[src/rtl/noc_local_vc_arbiter.sv]
// Packet-level round-robin arbiter sharing one router sender port between two local channels.
// A granted channel owns the registered output stage until its tail flit is accepted.
module noc_local_vc_arbiter #(
    parameter int unsigned DATA_WIDTH = 32,
    parameter int unsigned CNT_WIDTH  = 8
) (
    input  logic                  noc_clk,
    input  logic                  noc_rst_n,
    input  logic                  ch0_valid,
    output logic                  ch0_ready,
    input  logic [DATA_WIDTH-1:0] ch0_flit,
    input  logic                  ch0_is_header,
    input  logic                  ch0_is_tail,
    input  logic                  ch1_valid,
    output logic                  ch1_ready,
    input  logic [DATA_WIDTH-1:0] ch1_flit,
    input  logic                  ch1_is_header,
    input  logic                  ch1_is_tail,
    output logic                  out_valid,
    input  logic                  out_ready,
    output logic [DATA_WIDTH-1:0] out_flit,
    output logic                  out_is_header,
    output logic                  out_is_tail,
    input  logic                  out_VCready,
    output logic                  owner,
    output logic                  busy,
    output logic                  orphan_err,
    output logic [CNT_WIDTH-1:0]  pkt_cnt0,
    output logic [CNT_WIDTH-1:0]  pkt_cnt1
);

    typedef enum logic [1:0] {StIdle, StLock0, StLock1} state_e;

    state_e                state_q, state_d;
    logic                  rr_q, rr_d;
    logic                  out_valid_q, out_valid_d;
    logic [DATA_WIDTH-1:0] out_flit_q, out_flit_d;
    logic                  out_hdr_q, out_hdr_d;
    logic                  out_tail_q, out_tail_d;
    logic                  orphan_q, orphan_d;
    logic [CNT_WIDTH-1:0]  cnt0_q, cnt0_d;
    logic [CNT_WIDTH-1:0]  cnt1_q, cnt1_d;

    logic req0, req1, slot_free;

    assign req0      = ch0_valid && ch0_is_header;
    assign req1      = ch1_valid && ch1_is_header;
    assign slot_free = !out_valid_q || out_ready;

    always_comb begin
        state_d     = state_q;
        rr_d        = rr_q;
        out_valid_d = out_valid_q && !out_ready;
        out_flit_d  = out_flit_q;
        out_hdr_d   = out_hdr_q;
        out_tail_d  = out_tail_q;
        orphan_d    = 1'b0;
        cnt0_d      = cnt0_q;
        cnt1_d      = cnt1_q;
        ch0_ready   = 1'b0;
        ch1_ready   = 1'b0;

        unique case (state_q)
            StIdle: begin
                // Non-header flits arriving outside a packet are swallowed and flagged.
                ch0_ready = ch0_valid && !ch0_is_header;
                ch1_ready = ch1_valid && !ch1_is_header;
                orphan_d  = ch0_ready || ch1_ready;
                if (out_VCready && (req0 || req1)) begin
                    state_d = (req1 && (!req0 || rr_q)) ? StLock1 : StLock0;
                end
            end
            StLock0: begin
                ch0_ready = slot_free;
                if (ch0_valid && slot_free) begin
                    out_valid_d = 1'b1;
                    out_flit_d  = ch0_flit;
                    out_hdr_d   = ch0_is_header;
                    out_tail_d  = ch0_is_tail;
                    if (ch0_is_tail) begin
                        state_d = StIdle;
                        rr_d    = 1'b1;
                        cnt0_d  = cnt0_q + CNT_WIDTH'(1);
                    end
                end
            end
            StLock1: begin
                ch1_ready = slot_free;
                if (ch1_valid && slot_free) begin
                    out_valid_d = 1'b1;
                    out_flit_d  = ch1_flit;
                    out_hdr_d   = ch1_is_header;
                    out_tail_d  = ch1_is_tail;
                    if (ch1_is_tail) begin
                        state_d = StIdle;
                        rr_d    = 1'b0;
                        cnt1_d  = cnt1_q + CNT_WIDTH'(1);
                    end
                end
            end
            default: state_d = StIdle;
        endcase
    end

    always_ff @(posedge noc_clk or negedge noc_rst_n) begin
        if (!noc_rst_n) begin
            state_q     <= StIdle;
            rr_q        <= 1'b0;
            out_valid_q <= 1'b0;
            out_flit_q  <= '0;
            out_hdr_q   <= 1'b0;
            out_tail_q  <= 1'b0;
            orphan_q    <= 1'b0;
            cnt0_q      <= '0;
            cnt1_q      <= '0;
        end else begin
            state_q     <= state_d;
            rr_q        <= rr_d;
            out_valid_q <= out_valid_d;
            out_flit_q  <= out_flit_d;
            out_hdr_q   <= out_hdr_d;
            out_tail_q  <= out_tail_d;
            orphan_q    <= orphan_d;
            cnt0_q      <= cnt0_d;
            cnt1_q      <= cnt1_d;
        end
    end

    assign out_valid     = out_valid_q;
    assign out_flit      = out_flit_q;
    assign out_is_header = out_hdr_q;
    assign out_is_tail   = out_tail_q;
    assign busy          = (state_q != StIdle);
    assign owner         = (state_q == StLock1);
    assign orphan_err    = orphan_q;
    assign pkt_cnt0      = cnt0_q;
    assign pkt_cnt1      = cnt1_q;

endmodule

[config.mk]
export PLATFORM = sky130hd
export DESIGN_NAME = noc_local_vc_arbiter
export DESIGN_NICKNAME = d
export VERILOG_FILES = /design/src/rtl/noc_local_vc_arbiter.sv
export SDC_FILE = /design/constraint.sdc
export NUM_CORES = 1
export LEC_CHECK = 0
export CORE_ASPECT_RATIO = 1.25
export CORE_MARGIN = 3
export CORE_UTILIZATION = 45
export CTS_CLUSTER_SIZE = 8
export DETAILED_ROUTE_END_ITERATION = 12
export PLACE_DENSITY = 0.85
export SYNTH_ARGS = -nofsm -noshare
export SYNTH_HDL_FRONTEND = slang
export SYNTH_SLANG_ARGS = --single-unit
[constraint.sdc]
create_clock -name noc_clk -period 5.4 [get_ports noc_clk]
set_input_delay 1.08 -clock noc_clk [delete_from_list [all_inputs] [get_ports noc_clk]]
set_output_delay 1.08 -clock noc_clk [all_outputs]
set_load 0.01 [all_outputs]
# Word-level counts from Yosys, hierarchy flattened
# Cells that the tools add are included.
word_totals:
  output_inout_bits: 56
  input_bits: 74
  register_bits: 55
classes:
  add_sub_neg: 2
  reduce_logical: 26
  mux: 27
  eq_ne: 7
op_table:
  columns: ["operator", "n"]
  rows:
  - ["$mux W32", 2]
  - ["$pmux W32 S2", 1]
  - ["$add A8 B1 Y8 const B", 2]
  - ["$mux W2", 6]
  - ["$pmux W1 S2", 6]
  - ["$mux W1", 11]
  - ["$reduce_and A5 Y1", 2]
  - ["$logic_and A1 B1 Y1", 9]
  - ["$reduce_and A3 Y1", 3]
  - ["$ne A2 B2 Y1 const B", 4]
  - ["$pmux W2 S3", 1]
  - ["$logic_not A1 Y1", 5]
  - ["$logic_or A1 B1 Y1", 4]
  - ["$reduce_bool A2 Y1", 2]
  - ["$eq A2 B1 Y1 const B", 1]
  - ["$eq A2 B2 Y1 const B", 1]
  - ["$logic_not A2 Y1", 1]
  - ["$ne A2 B1 Y1 const B", 1]

# Logic depth before layout (Yosys ltp)
logic_depth:
  depth_word: 7
  mapped_depth: 7
  ltp_nobuf: 6

# Worst setup path before layout
# Ideal clock, no wire load.
synth_path:
  path_kind: "input -> output"
  startpoint: "in ch1_is_header"
  endpoint: "out ch1_ready"
  path_slack_ns: 2.827
  cell_stages: 2
  t_arrival_ns: 1.493
  t_required_ns: 4.320
  path_buffers: 0
  path_cell_list: "nand2b_1 -> o21ai_0"
synth_between:
  elab_chain_cells: 3
synth_rtl:
  columns: ["element", "line_no", "text"]
  rows:
  - ["start, declared", "17", "input logic ch1_is_header,"]
  - ["$logic_not A1 Y1", "67", "ch1_ready = ch1_valid && !ch1_is_header;"]
  - ["$logic_and A1 B1 Y1", "67", null]
  - ["$pmux W1 S2", "63", "unique case (state_q)"]
  - ["end, declared", "15", "output logic ch1_ready,"]
# No other way between the ends.

# Worst setup path after layout
layout_path:
  startpoint: "in ch0_valid"
  endpoint: "out ch0_ready"
layout_between:
  elab_chain_cells: 2
layout_rtl:
  columns: ["element", "line_no", "text"]
  rows:
  - ["start, declared", "9", "input logic ch0_valid,"]
  - ["$logic_and A1 B1 Y1", "66", "ch0_ready = ch0_valid && !ch0_is_header;"]
  - ["$pmux W1 S2", "63", null]
  - ["end, declared", "10", "output logic ch0_ready,"]
# No other way between the ends.

==> results.md <==
- Run status: complete, no violations
- Chip width: 78.2 µm
- Synthesized area: 2930 µm²
- Nets: 420
- Clk root buf: clkbuf_8
- Tcrit/Tclk final: 0.659
- Combinational power share: 0.568
- Avg Inst Size Synth: 13.8 µm²
- CTS Buffer Depth: 2
- Die Footprint: 7530 µm²
- Max_slew headroom: 0.273
- Fillcell total: 469
- Switching Fraction: 0.313
- CTS-repair resized insts: 0
- Req. time, crit path: 4.32 ns
- Share of layout cells above drive strength 1: 0.254
- Iter 0 DRT Violations: 68
- Die Y: 96.2 µm
- Final hold viol count: 0
- Cts bufs inserted: 5
- Clk_lat worst skew: 0.30 ns
- Slew @ Worst Pin: 1.09 ns
- Reg2reg setup slack: 2.46 ns
- Net Sw Power: 0.705 mW
- Distinct cell type count after synthesis: 31
- Detailed-route via count: 2076
- Worst Hold Class: flop to flop
- DRC: 0
- Sequential power share: 0.309
- Async S/R FF share, synth: 1.00
- Crit. End Element: primary output
- Commonest non-fill, non-tap cell in the layout: clkdlybuf4s50_1
- Placed cell count: 419
- Global route hottest layer: met2
- GRT Util Overall: 0.173
- Row count: 32
- Count of mapped cells out of synthesis: 213
- Ys Warns: 0
- Max VDD drop: 0.000386 V
- Commonest cells after routing, fill and taps aside: clkdlybuf4s50_1 (128), dfrtp_1 (55), mux2_2 (39)
- Core footprint: 6250 µm²
- Max-Cap Viols: 0
- Area added between synthesis and finish: 47.2%
- Register area share after synthesis: 0.469
- Met2 Usage GRT: 0.307
- Final non-filler cell total: 427
- Ant. Diodes: 0
- Post-route ant nets: 0
- Initial Util: 0.469
- Minimum clock period after layout: 3.56 ns
- Yosys reg bits: 55
- 1st-pass router iterations: 4
- Clock Sinks: 55
- M1 GR Usage: 0.207
- Clock Skew: 0.00879 ns
- Synth Flop Type: dfrtp_1
- Lkg Pwr: 1.91 nW
- EDFF count, synth: 0
- Pint: 1.55 mW
- Final setup violation count: 0
- Hold_buf cts: 0
- Worst Hold Slack: 0.476 ns
- Crit path launch type: input pin
- Met3 Resource Use GR: 0.0478
- XOR/XNOR share of the synthesized area: 0.0418
- Port Buffers: 129
- Arrival time at the worst endpoint: 2.48 ns
- Simple-gate share of the synthesized area: 0.0730
- Gr ovfl total: 0
- Mux cell area share after synthesis: 0.314
- PnR worst setup slack: 1.84 ns
- WL per Instance: 14.9 µm
- Gp weighted congestion: 0.804
- Crit path kind: input pin to primary output
- Synth Area in Adders: 0.0213
- Initial antenna violation count: 0
- Main combinational cell family by area after synthesis: multiplexers
- Post-Route WL: 6350 µm
- PD cells: 522 nW/µm²
- # Post-CTS Setup Buffers: 0
- Clock Power Share: 0.123
- RSZ-0062 raised after global routing: no
- TritonCTS clock tree: yes
- Final setup TNS: 0 ns
- Global-route wire length before repair: 10500 µm
- Post-synthesis compound-gate area fraction: 0.0248
- Post-DP HPWL: 4840 µm
- Pin count of the biggest net entering global routing: 56
- Vias in the first global route: 2167
- Post-synth net total: 292
- Max Slew Vio Count: 0
- Critical path peak fanout: 7
- DR vias/cell: 4.86
- Boundary Pins: 130
- H-tree depth: 2
- Worst-path clk slew: 0.10 ns
- Max Freq: 281 MHz
- DP Worst Slack: 1.85 ns
-- layout make-up --
class / instances / area, µm² / share of cell area
Tap cell: 85 / 106 / 0.0246
Clock buffer: 6 / 82.6 / 0.0191
Clock inverter: 2 / 35.0 / 0.00812
Timing Repair Buffer: 130 / 1290 / 0.300
Sequential cell: 55 / 1380 / 0.319
Multi-Input combinational cell: 142 / 1400 / 0.323
Inverter: 7 / 26.3 / 0.00609
-- power by group through the flow --
stage               Combinational [mW]  Clock [mW]  Sequential [mW]
floorplan                        0.795           0            0.770
global placement                  1.28           0            0.692
detailed placement                1.29           0            0.705
CTS                               1.31       0.289            0.697
finish                            1.28       0.276            0.696
global route                      1.38       0.305            0.722
-- cells by family (layout without fill, tap and decap cells) --
logic type | count (synthesis) | count (layout)
muxes | 72 | 72
DFF | 55 | 55
and+or+nand+nor | 40 | 40
buffers and inverters | 16 | 145
xor gates and xnor gates | 14 | 14
AOI/OAI and AO/OA | 11 | 11
adders and majority gates | 5 | 5
-- per-stage QoR --
stage | cell area (µm²) | util | total power [mW]
after global routing | 4320 | 0.691 | 2.40
after CTS | 4320 | 0.691 | 2.29
after floorplan | 2930 | - | 1.57
after detailed placement | 4200 | 0.672 | 2.00
after global placement | 4200 | 0.672 | 1.97
final | 4320 | 0.691 | 2.25
-- worst paths after layout --
kind,to,cells past startpoint,start
worst max-delay path,ch0_ready,4,ch0_valid
worst min-delay path,pkt_cnt0[7],1,pkt_cnt0[7]
worst max register to register,out_flit[14],4,state_q[0]
worst min register to register,pkt_cnt0[7],1,pkt_cnt0[7]
max in group asynchronous,pkt_cnt1[7],2,noc_rst_n
min in group asynchronous,out_flit[3],2,noc_rst_n
-- sequential cells by signal (all words and copies together) (netlist names) --
name	cells
state_q	2
out_valid	1
out_is_header	1
out_is_tail	1
orphan_err	1
pkt_cnt1	8
rr_q	1
out_flit	32
pkt_cnt0	8
-- worst max-delay path, cell delays in order --
cell	delay, ns
clkdlybuf4s50_1	0.58
nand2_1	0.10
o21ai_0	0.16
clkdlybuf4s50_1	0.56
-- cells in the mapped netlist (2+ instances only) --
master    instances  area [µm²]
nand4_1           5        31.3
inv_1             7        26.3
mux2_4           30         450
buf_6             2        22.5
xor2_1            6        52.6
and3_1            3        18.8
clkbuf_8          4        55.1
o211ai_1          2        15.0
buf_12            3        60.1
o21ai_0           5        25.0
xnor2_1           8        70.1
ha_1              5        62.6
nor2_1            3        11.3
mux2_2           39         439
mux2i_1           3        30.0
nand2_1          16        60.1
nand3_1           3        15.0
dfrtp_1          55        1380
nor3_1            2        10.0
-- metal layers --
layer | up-vias | wire length (µm)
li1 | 995 | -
met1 | 999 | 2640
met2 | 75 | 3190
met3 | 7 | 419
met4 | 0 | 94
met5 | - | 0
(Power assumes the default switching activity.)
